## config.mk

```make
export PLATFORM = sky130hd
export DESIGN_NAME = pdm_playback
export DESIGN_NICKNAME = d
export VERILOG_FILES = /design/src/rtl/pdm_pkg.sv /design/src/rtl/pcm_fifo.sv /design/src/rtl/pdm_playback.sv
export SDC_FILE = /design/constraint.sdc
export NUM_CORES = 1
export LEC_CHECK = 0
export CAP_MARGIN = 20
export CORE_UTILIZATION = 51
export DETAILED_ROUTE_END_ITERATION = 7
export PLACE_DENSITY = 0.66
export SLEW_MARGIN = 25
export SYNTH_ARGS = -nofsm -noshare
export SYNTH_HDL_FRONTEND = slang
export SYNTH_SLANG_ARGS = --single-unit
```

## constraint.sdc

```tcl
create_clock -name clk -period 10.4 [get_ports clk]
set_input_delay 1.56 -clock clk [delete_from_list [all_inputs] [get_ports clk]]
set_output_delay 1.56 -clock clk [all_outputs]
set_load 0.01 [all_outputs]
```

## src/rtl/pdm_pkg.sv

```systemverilog
// Shared types and default constants for the PCM-to-PDM playback block.
// Holds the playback FSM encoding and a counter-width helper.
package pdm_pkg;

    localparam int CLK_DIV_HALF_DEF = 25;
    localparam int OVERSAMPLE_DEF   = 64;
    localparam int FIFO_DEPTH_DEF   = 16;

    localparam logic [15:0] SIGN_FLIP = 16'h8000;

    typedef enum logic [1:0] {
        ST_IDLE  = 2'd0,
        ST_PRIME = 2'd1,
        ST_RUN   = 2'd2
    } pdm_state_e;

    function automatic int cnt_w(input int n);
        return (n > 1) ? $clog2(n) : 1;
    endfunction

endpackage

```

## src/rtl/pcm_fifo.sv

```systemverilog
// Synchronous 16-bit sample FIFO with occupancy count.
// Read data is first-word-fall-through; full/empty gate push/pop.
module pcm_fifo
    import pdm_pkg::*;
#(
    parameter int DEPTH = FIFO_DEPTH_DEF
) (
    input  logic                     clk,
    input  logic                     rst,
    input  logic                     push_i,
    input  logic [15:0]              data_i,
    input  logic                     pop_i,
    output logic [15:0]              data_o,
    output logic                     full_o,
    output logic                     empty_o,
    output logic [$clog2(DEPTH):0]   count_o
);

    localparam int AW = $clog2(DEPTH);

    logic [15:0]   mem_q [DEPTH];
    logic [AW-1:0] wr_ptr_q, wr_ptr_d;
    logic [AW-1:0] rd_ptr_q, rd_ptr_d;
    logic [AW:0]   count_q, count_d;
    logic          do_push, do_pop;

    always_comb begin
        full_o  = (count_q == (AW+1)'(DEPTH));
        empty_o = (count_q == '0);
        // Fullness is judged before any same-cycle pop.
        do_push = push_i && !full_o;
        do_pop  = pop_i && !empty_o;
        wr_ptr_d = do_push ? wr_ptr_q + 1'b1 : wr_ptr_q;
        rd_ptr_d = do_pop ? rd_ptr_q + 1'b1 : rd_ptr_q;
        count_d  = count_q;
        if (do_push && !do_pop) begin
            count_d = count_q + 1'b1;
        end else if (do_pop && !do_push) begin
            count_d = count_q - 1'b1;
        end
    end

    always_ff @(posedge clk) begin
        if (rst) begin
            wr_ptr_q <= '0;
            rd_ptr_q <= '0;
            count_q  <= '0;
        end else begin
            wr_ptr_q <= wr_ptr_d;
            rd_ptr_q <= rd_ptr_d;
            count_q  <= count_d;
        end
    end

    always_ff @(posedge clk) begin
        if (do_push) begin
            mem_q[wr_ptr_q] <= data_i;
        end
    end

    assign data_o  = mem_q[rd_ptr_q];
    assign count_o = count_q;

endmodule

```

## src/rtl/pdm_playback.sv

```systemverilog
// PCM byte stream to PDM bit stream: byte pairing, sample FIFO,
// bit-clock divider, playback FSM and first-order sigma-delta.
module pdm_playback
    import pdm_pkg::*;
#(
    parameter int CLK_DIV_HALF = CLK_DIV_HALF_DEF,
    parameter int OVERSAMPLE   = OVERSAMPLE_DEF,
    parameter int FIFO_DEPTH   = FIFO_DEPTH_DEF
) (
    input  logic                          clk,
    input  logic                          rst,
    input  logic                          enable_i,
    input  logic [7:0]                    byte_i,
    input  logic                          byte_valid_i,
    output logic                          pdm_clk_o,
    output logic                          pdm_data_o,
    output logic [$clog2(FIFO_DEPTH):0]   level_o,
    output logic                          overflow_o,
    output logic                          underrun_o
);

    localparam int LW = $clog2(FIFO_DEPTH) + 1;
    localparam int DW = cnt_w(CLK_DIV_HALF);
    localparam int BW = cnt_w(OVERSAMPLE);

    pdm_state_e state_q, state_d;

    logic          phase_q, phase_d;
    logic [7:0]    low_q, low_d;
    logic [DW-1:0] div_q, div_d;
    logic [BW-1:0] bit_q, bit_d;
    logic [15:0]   acc_q, acc_d;
    logic [15:0]   sample_q, sample_d;
    logic          pclk_q, pclk_d;
    logic          data_q, data_d;
    logic          ovf_q, ovf_d;
    logic          und_q, und_d;

    logic          push, pop;
    logic [15:0]   fifo_data;
    logic          fifo_full, fifo_empty;
    logic [LW-1:0] level;
    logic          run_en;
    logic          div_wrap, step, load;
    logic [15:0]   cur_sample;
    logic [16:0]   acc17;

    pcm_fifo #(
        .DEPTH (FIFO_DEPTH)
    ) u_fifo (
        .clk     (clk),
        .rst     (rst),
        .push_i  (push),
        .data_i  ({byte_i, low_q}),
        .pop_i   (pop),
        .data_o  (fifo_data),
        .full_o  (fifo_full),
        .empty_o (fifo_empty),
        .count_o (level)
    );

    always_ff @(posedge clk) begin
        if (rst) begin
            state_q <= ST_IDLE;
        end else begin
            state_q <= state_d;
        end
    end

    always_comb begin
        state_d = state_q;
        unique case (state_q)
            ST_IDLE: begin
                if (enable_i) state_d = ST_PRIME;
            end
            ST_PRIME: begin
                if (!enable_i) begin
                    state_d = ST_IDLE;
                end else if (level >= LW'(FIFO_DEPTH / 2)) begin
                    state_d = ST_RUN;
                end
            end
            ST_RUN: begin
                if (!enable_i) state_d = ST_IDLE;
            end
            default: state_d = ST_IDLE;
        endcase
    end

    // Dropping enable silences the outputs on the very next edge.
    always_comb begin
        run_en = 1'b0;
        unique case (state_q)
            ST_RUN:  run_en = enable_i;
            default: run_en = 1'b0;
        endcase
    end

    always_comb begin
        phase_d = phase_q;
        low_d   = low_q;
        if (byte_valid_i) begin
            phase_d = !phase_q;
            if (!phase_q) low_d = byte_i;
        end
        push = byte_valid_i && phase_q;
        ovf_d = ovf_q | (push & fifo_full);
    end

    always_comb begin
        div_wrap   = (div_q == DW'(CLK_DIV_HALF - 1));
        step       = run_en && div_wrap && pclk_q;
        load       = step && (bit_q == '0);
        pop        = load && !fifo_empty;
        cur_sample = sample_q;
        if (load) cur_sample = fifo_empty ? 16'h0000 : fifo_data;
        // Offset-binary add; the carry out is the PDM bit.
        acc17 = {1'b0, acc_q} + {1'b0, cur_sample ^ SIGN_FLIP};
        und_d = und_q | (load & fifo_empty);

        div_d    = '0;
        pclk_d   = 1'b0;
        data_d   = 1'b0;
        bit_d    = '0;
        acc_d    = '0;
        sample_d = '0;
        if (run_en) begin
            div_d    = div_wrap ? '0 : div_q + 1'b1;
            pclk_d   = div_wrap ? !pclk_q : pclk_q;
            data_d   = data_q;
            bit_d    = bit_q;
            acc_d    = acc_q;
            sample_d = sample_q;
            if (step) begin
                data_d   = acc17[16];
                acc_d    = acc17[15:0];
                sample_d = cur_sample;
                bit_d    = (bit_q == BW'(OVERSAMPLE - 1)) ? '0 : bit_q + 1'b1;
            end
        end
    end

    always_ff @(posedge clk) begin
        if (rst) begin
            phase_q  <= 1'b0;
            low_q    <= '0;
            div_q    <= '0;
            bit_q    <= '0;
            acc_q    <= '0;
            sample_q <= '0;
            pclk_q   <= 1'b0;
            data_q   <= 1'b0;
            ovf_q    <= 1'b0;
            und_q    <= 1'b0;
        end else begin
            phase_q  <= phase_d;
            low_q    <= low_d;
            div_q    <= div_d;
            bit_q    <= bit_d;
            acc_q    <= acc_d;
            sample_q <= sample_d;
            pclk_q   <= pclk_d;
            data_q   <= data_d;
            ovf_q    <= ovf_d;
            und_q    <= und_d;
        end
    end

    assign pdm_clk_o  = pclk_q;
    assign pdm_data_o = data_q;
    assign level_o    = level;
    assign overflow_o = ovf_q;
    assign underrun_o = und_q;

endmodule

```

==> results.cfg <==
[placement]
detailed_place_hpwl_um = 17300
place_worst_setup_slack_ns = 4.14
routabilityCongestion = 0.799
numPortBuffers = 20

[pwr]
vdd_drop_max_mv = 0.160
power.share.switching_pct = 20.4
pwr_density_cell_nw_per_um2 = 176
seq_power_share_pct = 54.0
netSwitchingPower_uw = 544
total_leakage_power_nw = 5.02
cell_internal_pwr_mw = 2.13
power.share.combinational_pct = 1.8
share_clk_of_total_power_pct = 44.2

[hold_path]
hold_class = flop to flop
min-delay-start = state_q[1]
holdPathEnd = state_q[0]
hold_path_depth = 1

[sta]
rsz0062_at_grt = false
finalClockSkew_ns = 0.0147
relative_slew_margins_pct = 38.6
fin_setup_tns_ns = 0
timing.final.max_slew_violations = 0
fin_ws_ns = 5.11
setup_viol = 0
hold_violations = 0
tightestPinTransition_ns = 0.921
period_share_pct = 50.9
clock.fmax_mhz = 189
timing.final.crit_period_ns = 5.29

[global_route]
largest_net_degree_at_the_start_of_global_routing = 62
overflow = 0
first_pass_grt_wire_length_um = 43400
via_count_of_the_first_global_routing_pass = 7661
grt_use_total_pct = 21.6
antenna_found_initial = 0

[yosys]
synth-edff-count = 256
synthesis.instances = 855
synth-adder-area-share_pct = 2.99
syn_nets = 898
post_synthesis_share_of_cell_area_spent_on_xor_and_xnor_gates_pct = 1.62
synth.cell_area_sq_um = 13500
yosys_register_bits = 331
synth_simple_gate_area_share_pct = 6.45
synth-warning-count = 0
yosys.cell_types.count = 49
asyncSetResetFlopFracSynth_pct = 0
portion_of_netlist_area_occupied_by_mux_cells_pct = 11.2
compound_gate_portion_of_the_synthesized_area_pct = 7.75
largest_family_of_logic_cells_by_synthesized_area = multiplexers
avgSynthCellArea_sq_um = 15.8
synth_seq_area_share_pct = 68.2
postSynth.topFlopCell = sky130_fd_sc_hd__edfxtp_1

[setup_path]
endpoint_kind = flop
crit_path_max_fanout = 16
rrSetupSlack_ns = 5.73
required_time_of_the_worst_setup_path_ns = 10.83
worst-setup-path-type = input pin to flop
series_of_cell_instances_along_the_critical_path = clkdlybuf4s50_1, nand3b_1, nor3_4, nand3_1, a22oi_1, inv_1, ha_1, a21oi_1, nor2b_1, a311o_1, a21oi_1, mux2_2, nor3_1
worst-endpoint-arrival_ns = 5.72
timing.critical_path.from_type = input pin
cpMostUsedCell = sky130_fd_sc_hd__a21oi_1
worst_reg2reg_endpoint = acc_q[11]
critical_path.max_stage_delay_ns = 0.61
reg2reg_depth = 13
crit_path_top_delay_cell = sky130_fd_sc_hd__nand3_1

[clock_network]
postCtsSetupRepairBufs = 0
ctsHoldBuffers = 0
cts.repair.resized = 0
cts.sinks = 331
clk_pin_slew_worst_paths_ns = 0.06
clkLatencyLatePin_ns = 0.52
clock_tree.buffer_depth = 3
tritoncts = yes
cts_max_level = 2
ctsRootBufferMaster = sky130_fd_sc_hd__clkbuf_16
tritoncts.num_buffers = 35

[die]
row_count = 59
floorplan.io_pins = 21
floorplan.die_area_sq_um = 27100
die_y_um = 165
initial_core_util_pct = 51.9
coreArea_sq_um = 26000
die-width_um = 165

[cells_and_area]
final_net_count = 937
fraction_of_layout_instances_using_a_drive_strength_above_1_pct = 16.3
layout_commonest_cell = sky130_fd_sc_hd__edfxtp_1
n_antenna_cell = 0
area_delta_synth_final_pct = 12.9
final_cell_mix = sky130_fd_sc_hd__edfxtp_1, sky130_fd_sc_hd__dfxtp_1, sky130_fd_sc_hd__mux4_2, sky130_fd_sc_hd__nor2_1, sky130_fd_sc_hd__nand2_1

[run_status]
status = completed

[detailed_routing]
initial_drt_markers = 692
routed_wl_um = 28100
viasPerCell = 5.96
final_antenna_net_count = 0
route.vias.total = 7491
drc = 0
detail_route.wl_per_cell_um = 22.4
detail_route.first_pass.iterations = 5

[flow_run]
maxCapViolations = 0
## power groups by stage
stage / clock network, mW / logic [mW] / registers (mW)
final: 1.18 / 0.0490 / 1.44
after global routing: 1.25 / 0.0535 / 1.44
after CTS: 1.20 / 0.0489 / 1.44
after detailed placement: 0 / 0.0481 / 1.47
after global placement: 0 / 0.0462 / 1.47
after floorplan: 0 / 0.0248 / 1.47
## cell families after synthesis
| group | after synthesis |
|---|---|
| DFF | 331 |
| and+or+nand+nor | 185 |
| AOI/OAI and AO/OA | 156 |
| muxes | 71 |
| buffers and inverters | 56 |
| adders and majority gates | 31 |
| xor gates and xnor gates | 25 |
## metal layers
metal / wire, um / vias up / GRT usage [%]
li1: - / 3414 / -
met3: 1420 / 52 / 3.92
met4: 687 / 0 / 7.13
met5: 0 / - / 0
met1: 11900 / 3828 / 28.5
met2: 14100 / 197 / 36.4
## stage by stage
stage	area [sq um]	hold slack, ns	total power, mW	instances	utilization [%]
3_3_place_gp	14100	0.435	1.51	1192	54.3
5_1_grt	15200	0.483	2.75	1256	58.5
3_5_place_dp	14100	0.448	1.52	1192	54.3
2_1_floorplan	13500	0.421	1.49	855	-
4_1_cts	15200	0.455	2.69	1256	58.5
6_report	15200	0.457	2.67	1256	58.5
## worst max-delay path, delay by kind of cell
kind,cells,cell delay (ns)
AND/OR/NAND/NOR,5,1.57
adder cells (fa/ha/maj),1,0.28
buffers and inverters,2,0.56
multiplexers,1,0.38
AO/OA/AOI/OAI,4,1.37
## worst max path at each step
stage / from / to / slack (ns) / depth (start not counted)
final: enable_i / acc_q[11] / 5.11 / 13
after global placement: enable_i / acc_q[11] / 4.23 / 13
after detailed placement: enable_i / acc_q[11] / 4.14 / 13
after global routing: enable_i / acc_q[11] / 4.73 / 13
after CTS: enable_i / acc_q[11] / 4.66 / 13
after floorplan: enable_i / acc_q[11] / 6.09 / 12
## layout make-up
cell class | count | area (sq um)
clock buffers | 46 | 917
clock inverters | 18 | 178
fillers | 1971 | 10800
inverters | 15 | 56.3
multi-input cells | 468 | 4080
flip-flops and latches | 331 | 9190
well taps | 335 | 419
repair buffers | 43 | 368
## flip-flops by register name, summed over array words and instances (netlist names), 2 cells and up, named ones only
| register | count |
|---|---|
| state_q | 2 |
| u_fifo.mem_q | 256 |
| u_fifo.rd_ptr_q | 4 |
| low_q | 8 |
| sample_q | 16 |
| bit_q | 6 |
| acc_q | 16 |
| u_fifo.wr_ptr_q | 4 |
| u_fifo.count_o | 5 |
| div_q | 5 |
## Yosys cell counts (all sizes together) (3+ instances only)
library cell | count | area (sq um)
dfxtp | 75 | 1500
inv | 15 | 56.3
buf | 16 | 88.8
or3 | 4 | 30.0
a21oi | 47 | 235
a211oi | 5 | 37.5
a22oi | 29 | 218
mux2i | 6 | 60.1
nand2 | 55 | 206
nand4 | 5 | 31.3
edfxtp | 256 | 7690
ha | 29 | 363
a21o | 6 | 45.0
o21a | 3 | 22.5
o21ai | 18 | 90.1
nor3 | 17 | 101
nand3 | 9 | 45.0
o22ai | 4 | 25.0
nand2b | 12 | 75.1
xor2 | 13 | 114
a22o | 30 | 263
a31oi | 4 | 25.0
mux4 | 64 | 1440
clkbuf | 25 | 93.8
xnor2 | 12 | 105
nor2b | 8 | 50.1
nor2 | 66 | 255
o211ai | 4 | 30.0
Power figures use the tool's default switching activity.
